### src/rtl/coeff_placement.sv
// CAVLC coefficient placement: walks the decoded levels from highest to lowest
// frequency and drops each one at its zig-zag position using the run_before sequence.
module coeff_placement #(
  parameter int LEVEL_W = 16
) (
  input  logic                 clk,
  input  logic                 reset,
  input  logic                 start,
  input  logic [4:0]           TotalCoeff,
  input  logic [3:0]           total_zeros,
  input  logic [4:0]           maxNumCoeff,
  input  logic [16*LEVEL_W-1:0] level_in,
  input  logic                 run_valid,
  input  logic [3:0]           run_before,
  output logic                 run_ready,
  output logic [16*LEVEL_W-1:0] coeff_out,
  output logic                 busy,
  output logic                 done,
  output logic                 err
);

  typedef enum logic [1:0] {
    S_IDLE  = 2'd0,
    S_PLACE = 2'd1,
    S_DONE  = 2'd2
  } state_t;

  state_t                  state_q, state_d;
  logic [16*LEVEL_W-1:0]   level_q, level_d;
  logic [16*LEVEL_W-1:0]   coeff_q, coeff_d;
  logic [4:0]              tc_q, tc_d;
  logic [4:0]              pos_q, pos_d;
  logic [4:0]              i_q, i_d;
  logic [3:0]              zl_q, zl_d;
  logic                    sidx_q, sidx_d;
  logic                    err_q, err_d;

  logic                    last_s;
  logic                    ready_s;
  logic                    step_s;
  logic [3:0]              run_s;
  logic [5:0]              sum_s;
  logic [5:0]              widx_s;
  logic [LEVEL_W-1:0]      lvl_s;

  always_ff @(posedge clk or posedge reset) begin
    if (reset) begin
      state_q <= S_IDLE;
      level_q <= '0;
      coeff_q <= '0;
      tc_q    <= 5'd0;
      pos_q   <= 5'd0;
      i_q     <= 5'd0;
      zl_q    <= 4'd0;
      sidx_q  <= 1'b0;
      err_q   <= 1'b0;
    end else begin
      state_q <= state_d;
      level_q <= level_d;
      coeff_q <= coeff_d;
      tc_q    <= tc_d;
      pos_q   <= pos_d;
      i_q     <= i_d;
      zl_q    <= zl_d;
      sidx_q  <= sidx_d;
      err_q   <= err_d;
    end
  end

  // The final level takes whatever zeros remain as its run, so it never handshakes.
  assign last_s  = (i_q == (tc_q - 5'd1));
  assign ready_s = (state_q == S_PLACE) && !last_s && (zl_q != 4'd0);
  assign step_s  = (state_q == S_PLACE) && (!ready_s || run_valid);
  assign run_s   = !ready_s ? 4'd0 : ((run_before > zl_q) ? zl_q : run_before);
  assign sum_s   = {1'b0, TotalCoeff} + {2'b00, total_zeros};
  assign widx_s  = {1'b0, pos_q} + {5'd0, sidx_q};

  always_comb begin
    state_d = state_q;
    case (state_q)
      S_IDLE: begin
        if (start) begin
          state_d = (TotalCoeff == 5'd0) ? S_DONE : S_PLACE;
        end else begin
          state_d = S_IDLE;
        end
      end
      S_PLACE: begin
        if (step_s && last_s) begin
          state_d = S_DONE;
        end else begin
          state_d = S_PLACE;
        end
      end
      S_DONE:  state_d = S_IDLE;
      default: state_d = S_IDLE;
    endcase
  end

  always_comb begin
    level_d = level_q;
    coeff_d = coeff_q;
    tc_d    = tc_q;
    pos_d   = pos_q;
    i_d     = i_q;
    zl_d    = zl_q;
    sidx_d  = sidx_q;
    err_d   = err_q;
    lvl_s   = '0;
    for (int k = 0; k < 16; k++) begin
      if (i_q[3:0] == 4'(k)) begin
        lvl_s = level_q[k*LEVEL_W +: LEVEL_W];
      end
    end
    if ((state_q == S_IDLE) && start) begin
      level_d = level_in;
      tc_d    = TotalCoeff;
      sidx_d  = (maxNumCoeff == 5'd15);
      coeff_d = '0;
      zl_d    = total_zeros;
      i_d     = 5'd0;
      if (sum_s > {1'b0, maxNumCoeff}) begin
        err_d = 1'b1;
        pos_d = maxNumCoeff - 5'd1;
      end else begin
        err_d = 1'b0;
        pos_d = sum_s[4:0] - 5'd1;
      end
    end else if (step_s) begin
      // Positions that wrapped below zero land above 15 and are dropped here.
      for (int k = 0; k < 16; k++) begin
        if (widx_s == 6'(k)) begin
          coeff_d[k*LEVEL_W +: LEVEL_W] = lvl_s;
        end
      end
      if (ready_s && (run_before > zl_q)) begin
        err_d = 1'b1;
      end else begin
        err_d = err_q;
      end
      zl_d  = zl_q - run_s;
      pos_d = pos_q - {1'b0, run_s} - 5'd1;
      i_d   = i_q + 5'd1;
    end else begin
      err_d = err_q;
    end
  end

  always_comb begin
    run_ready = ready_s;
    busy      = (state_q != S_IDLE);
    done      = (state_q == S_DONE);
    coeff_out = coeff_q;
    err       = err_q;
  end

endmodule
### config.mk
export PLATFORM = sky130hd
export DESIGN_NAME = coeff_placement
export DESIGN_NICKNAME = d
export VERILOG_FILES = /design/src/rtl/coeff_placement.sv
export SDC_FILE = /design/constraint.sdc
export NUM_CORES = 1
export LEC_CHECK = 0
export ABC_CLOCK_PERIOD_IN_PS = 20500
export BUFFER_PORTS_ARGS = -buffer_cell sky130_fd_sc_hd__buf_2
export CAP_MARGIN = 20
export CELL_PAD_IN_SITES_DETAIL_PLACEMENT = 1
export CELL_PAD_IN_SITES_GLOBAL_PLACEMENT = 1
export CORE_ASPECT_RATIO = 0.9
export CORE_MARGIN = 2
export CORE_UTILIZATION = 41
export DETAILED_ROUTE_END_ITERATION = 6
export PLACE_DENSITY_LB_ADDON = 0.12
export SLEW_MARGIN = 15
export SYNTH_ARGS = -nofsm -noshare
export SYNTH_HDL_FRONTEND = slang
export SYNTH_SLANG_ARGS = --single-unit
### constraint.sdc
create_clock -name clk -period 20.5 [get_ports clk]
set_input_delay 3.075 -clock clk [delete_from_list [all_inputs] [get_ports clk]]
set_output_delay 3.075 -clock clk [all_outputs]
set_load 0.03 [all_outputs]
==> results of run 1 <==
[final cells by class]
class / instances / area (µm²) / area share [%]
well taps: 765 / 957.2 / 3.315
clock buffers: 80 / 1714 / 5.937
repair buffers: 572 / 3062 / 10.60
flip-flops and latches: 535 / 13390 / 46.37
diodes: 4 / 10.01 / 0.03467
clock inverters: 27 / 317.8 / 1.101
inverters: 30 / 120.1 / 0.4160
multi-input cells: 1870 / 9304 / 32.22
[cells in the mapped netlist (8+ instances only)]
cell	instances	area, µm²
nand2_1	879	3299
dfrtp_1	535	13390
nand3_1	263	1316
o21ai_0	258	1291
clkbuf_1	111	416.7
a21oi_1	74	370.4
buf_2	69	345.3
o22ai_1	57	356.6
nor2_1	39	146.4
o21ai_1	37	185.2
ha_1	28	350.3
inv_1	28	105.1
o211ai_1	28	210.2
a221oi_1	27	236.5
nor2b_1	22	137.6
buf_4	12	90.09
xnor2_1	11	96.34
xor2_1	10	87.58
a31oi_1	9	56.30
buf_1	9	33.78
nor3_1	9	45.04
nand2b_1	8	50.05
o21ai_2	8	70.07
[registers in the layout, summed over array words and instances, names as in the netlist]
signal,cells
pos_q,5
tc_q,5
err,1
i_q,5
level_q,256
coeff_out,256
state_q,2
zl_q,4
sidx_q,1
[per-stage QoR]
stage / power (mW) / hold slack (ns) / std cells / util (%)
after detailed placement: 3.682 / 0.4599 / 3766 / 46.81
after global placement: 3.584 / 0.4499 / 3763 / 46.70
final: 4.816 / 0.4733 / 3883 / 50.55
after CTS: 4.812 / 0.4738 / 3873 / 50.37
after floorplan: 2.891 / 0.4321 / 2642 / -
after global routing: 5.092 / 0.4962 / 3883 / 50.55
[path summary, 6_finish.rpt]
kind / depth (start not counted) / from / to
worst max-delay path: 16 / TotalCoeff[0] / pos_q[4]
max in group asynchronous: 3 / reset / coeff_out[51]
worst min-delay path: 2 / level_q[222] / level_q[222]
worst max register to register: 11 / i_q[0] / coeff_out[107]
worst min register to register: 2 / level_q[222] / level_q[222]
min in group asynchronous: 2 / reset / level_q[25]
[worst max-delay path: stages]
cell and delay [ns]:
buf_2 0.13, ha_1 0.22, fa_1 0.41, xnor2_1 0.36
inv_1 0.12, ha_1 0.32, o21a_1 0.12, o21ai_0 0.15
a21oi_1 0.11, a21oi_1 0.52, mux2i_1 0.32, ha_1 0.28
nand2_1 0.08, or3_1 0.32, and3_1 0.19, o22ai_1 0.15
[cell families (layout without fill, tap and decap cells)]
family,after synthesis,after routing,synth area share [%]
other,0,4,0
AO/OA/AOI/OAI,549,549,13.79
AND/OR/NAND/NOR,1257,1257,22.22
adder cells (fa/ha/maj),31,31,1.733
buffers and inverters,237,709,4.397
XOR/XNOR,21,21,0.7768
flip-flops,535,535,56.55
multiplexers,12,12,0.5338
[cells in the final DEF (no fill, tap or decap), types with 10 or more instances in the layout]
cell and instances:
clkbuf_8 18, inv_1 27, buf_4 23, nand3_1 263
o22ai_1 57, nor2b_1 22, xnor2_1 11, ha_1 27
buf_2 537, a221oi_1 27, nor2_1 39, o21ai_1 32
clkinv_2 13, o211ai_1 28, xor2_1 10, dfrtp_1 535
nand2_1 877, clkbuf_16 58, o21ai_2 11, o21ai_0 258
a21oi_1 74
[metal layers]
layer  track usage, %  wire [µm]  vias up
met5                0         50        -
met4            11.33       3160        8
met3            6.320       5866      155
met2            47.37      42320      621
met1            40.98      39390    10915
li1                 -          -     9783
[power by group]
group          internal (mW)  switching [mW]
logic                  0.549            1.48
registers               1.43           0.242
clock network          0.659           0.456
==> metrics.cfg, run 1 <==
[run_status]
run_status=complete, no violations

[placement]
port_buffers=537
place_hpwl_um=63910
routabilityCongestion=0.8919
detailedPlace.worstSlack_ns=13.59
postPlaceCellArea_um2=26740

[grt]
grt_overflow_total=0
grt_antenna_before_repair=16
grt_pass1_vias=22325
grt_start_max_net_pins=228
grt_first_pass_wirelength_um=136600
total_routing_usage_gr_pct=30.06

[yosys]
async_reset_ff_share_pct=100.0
synth_fp_nets=2951
synth-edff-count=0
yosys_warnings=0
yosysSeqAreaShare_pct=56.55
synthesis.instances=2642
synth_top_flop_cell=dfrtp_1
ys_types=66
post_synth_instance_area_um2=23680
postSynthRegisterBits=535
syn_area_per_cell_um2=8.961

[floorplanning]
fp-row-count=83
die-area_um2=59690
floorplan.die.height_um=232.0
num_io_pins=538
design.core.area_um2=57120
chipWidth_um=257.3
start_util_pct=41.45

[worst_setup_path]
path_class=in -> reg
critical_path.endpoint_type=flip-flop
r2r_slack_ns=16.47
path_max_fanout=7
worst_ep_arrival_time_ns=6.89
timing.critical_path.from_type=input pin
cp_data_required_time_ns=21.01

[cells_and_area]
final_design_area_no_fill_um2=28870
final.fill_count=6744
drive_above_1_share_pct=22.99
synthToLayoutAreaGrowth_pct=21.95
nNetsFinal=3375

[clock_tree]
cts_max_path_buffers=3
tritoncts_clock_tree=done
cts_htree_levels=2
clkSlewWorstSetupHoldPaths_ns=0.06
numClockSinks=535
cts_resized=0
numCtsBuffers=57
root_buffer=clkbuf_16
clkLatencyLatePin_ns=0.62
cts_setup_buffers=0
cts_hold_buf=0

[pwr]
vdd_ir_drop_max_uv=109.4
power.density_cell_area_nw_per_um2=166.8
power_leakage_nw=14.95

[detailed_routing]
detail_route.wl_per_cell_um=23.38
via_count=21482
initialDrtViolationCount=1433
final_antenna_net_count=0
vias_per_cell=5.532
firstDrtPassIters=5
route.detailed.drc=0
drt_wl_total_um=90790

[sta]
setup_repair_after_global_routing_missed_its_margin=false
finalSetupViolations=0
period_minus_slack_ns=6.383
finClkSkew_ns=0.02279
final-max-slew-violation-count=0
setup_ws_post_layout_ns=14.12
max_slew_margin_pct=20.39
period_share_pct=31.13
finalHoldViolCount=0
tightest_slew_ns=1.194
setup_tns_final_ns=0
fmax_ghz=0.1567

[flow_run]
max_cap_viols=0

[min_path]
hold_path.class=reg -> reg

(Power assumes the default switching activity.)
==> inputs of run 2 (changes only) <==
Settings changed: ABC_CLOCK_PERIOD_IN_PS 20500 to 6100.
Clock period 20.5 ns to 6.1 ns, I/O delays scaled along.
==> metrics.cfg, run 2 (synthesized netlist as in run 1, its figures left out) <==
[cells_and_area]
drive_above_1_share_pct=23.00
final.fill_count=6746
synthToLayoutAreaGrowth_pct=22.40
mostFrequentLayoutCell=nand2_1
nNetsFinal=3379
most-common-layout-cells=nand2_1 (878), buf_2 (537), dfrtp_1 (535)
fin_util_pct=50.74

[grt]
grt_first_pass_wirelength_um=137300
total_routing_usage_gr_pct=30.22
grt_antenna_before_repair=17
grt_pass1_vias=22127
grt_overflow_total=0
grt_start_max_net_pins=218

[detailed_routing]
via_count=21493
drt_wl_total_um=91730
vias_per_cell=5.528
route.detailed.drc=0
initialDrtViolationCount=1666
firstDrtPassIters=7
detail_route.wl_per_cell_um=23.59
final_antenna_net_count=0

[pwr]
vdd_ir_drop_max_uv=338.5
power_leakage_nw=15.00
power.density_cell_area_nw_per_um2=563.3

[sta]
max_slew_margin_pct=20.18
finClkSkew_ns=0.02906
fmax_ghz=0.1997
setup_repair_after_global_routing_missed_its_margin=false
finalSetupViolations=0
period_minus_slack_ns=5.007
period_share_pct=82.08
finalHoldViolCount=0
final-max-slew-violation-count=0
setup_tns_final_ns=0
tightest_slew_ns=1.197

[min_path]
hold_path.class=in -> async

[worst_setup_path]
path_class=reg -> reg
worst_r2r_endpoint=coeff_out[85]
worst_ep_arrival_time_ns=5.52
r2r_slack_ns=1.09
rr_worst_depth=9
critical_path.endpoint_type=flip-flop
timing.critical_path.from_type=flip-flop
path_max_fanout=42
regToRegStartpoint=i_q[0]
cp_data_required_time_ns=6.61

[floorplanning]
num_io_pins=538
start_util_pct=41.45
fp-row-count=83
design.core.area_um2=57120
floorplan.die.height_um=232.0
chipWidth_um=257.3
die-area_um2=59690

[clock_tree]
root_buffer=clkbuf_16
cts_htree_levels=2
numCtsBuffers=58
cts_max_path_buffers=3
numClockSinks=535
tritoncts_clock_tree=done
clkLatencyLatePin_ns=0.64
cts_resized=0
clkSlewWorstSetupHoldPaths_ns=0.06
cts_setup_buffers=0
cts_hold_buf=0

[placement]
place_hpwl_um=64850
port_buffers=537
routabilityCongestion=0.8746

[flow_run]
max_cap_viols=0

[run_status]
run_status=complete, no violations

[run 2: cell count changes in the layout (fill, tap and decap cells not counted), sizes merged]
cell,change
buf,+3
clkinvlp,-1
diode,+2
bufinv,+5
clkbuf,-3
inv,-1
[run 2: worst max-delay path by stage]
stage | slack (ns) | start | cells past startpoint | to
2_1_floorplan | -2.09 | reset | 1 | coeff_out[0]
3_3_place_gp | 1.38 | TotalCoeff[0] | 16 | pos_q[4]
3_5_place_dp | 1.24 | TotalCoeff[0] | 16 | pos_q[4]
4_1_cts | 1.29 | i_q[0] | 8 | coeff_out[85]
5_1_grt | 1.03 | i_q[0] | 9 | coeff_out[85]
6_report | 1.09 | i_q[0] | 9 | coeff_out[85]
[run 2: final cells by class]
type / count / area [µm²] / area share, %
clock buffers: 77 / 1653 / 5.704
repair buffers: 575 / 3080 / 10.63
flip-flops and latches: 535 / 13390 / 46.20
diodes: 6 / 15.01 / 0.05181
well taps: 765 / 957.2 / 3.303
multi-input cells: 1870 / 9291 / 32.06
clock inverters: 30 / 478.0 / 1.649
inverters: 30 / 116.4 / 0.4015
[run 2: per-stage QoR]
stage | std cells | cell area, µm² | total power [mW] | hold WS, ns | worst slack (ns)
floorplan | 2642 | 23680 | 9.718 | 0.4321 | -2.089
global placement | 3766 | 26720 | 12.07 | 0.4502 | 1.380
detailed placement | 3769 | 26750 | 12.34 | 0.4621 | 1.243
CTS | 3876 | 28880 | 16.35 | 0.3899 | 1.292
global route | 3886 | 28970 | 17.27 | 0.4208 | 1.031
finish | 3888 | 28980 | 16.32 | 0.3977 | 1.093
[run 2: critical path: stages, from the launching register on]
cell and delay [ns]:
dfrtp_1 0.46, inv_1 0.13, ha_1 0.69, inv_2 0.60, nand2_1 0.73, o22ai_1 0.20
a2111oi_1 1.10, o21ai_2 0.47, buf_6 0.29, o21ai_0 0.20
[run 2: per-layer routing]
layer  routed length (µm)  track usage, %
met5                   85               0
met4                 3649           11.51
met3                 6576           7.356
met2                42160           47.14
met1                39260           40.89
[run 2: power breakdown]
part / switching, mW / total (mW) / internal [mW]
combinational: 4.94 / 6.75 / 1.82
clock: 1.55 / 3.92 / 2.37
sequential: 0.850 / 5.65 / 4.80
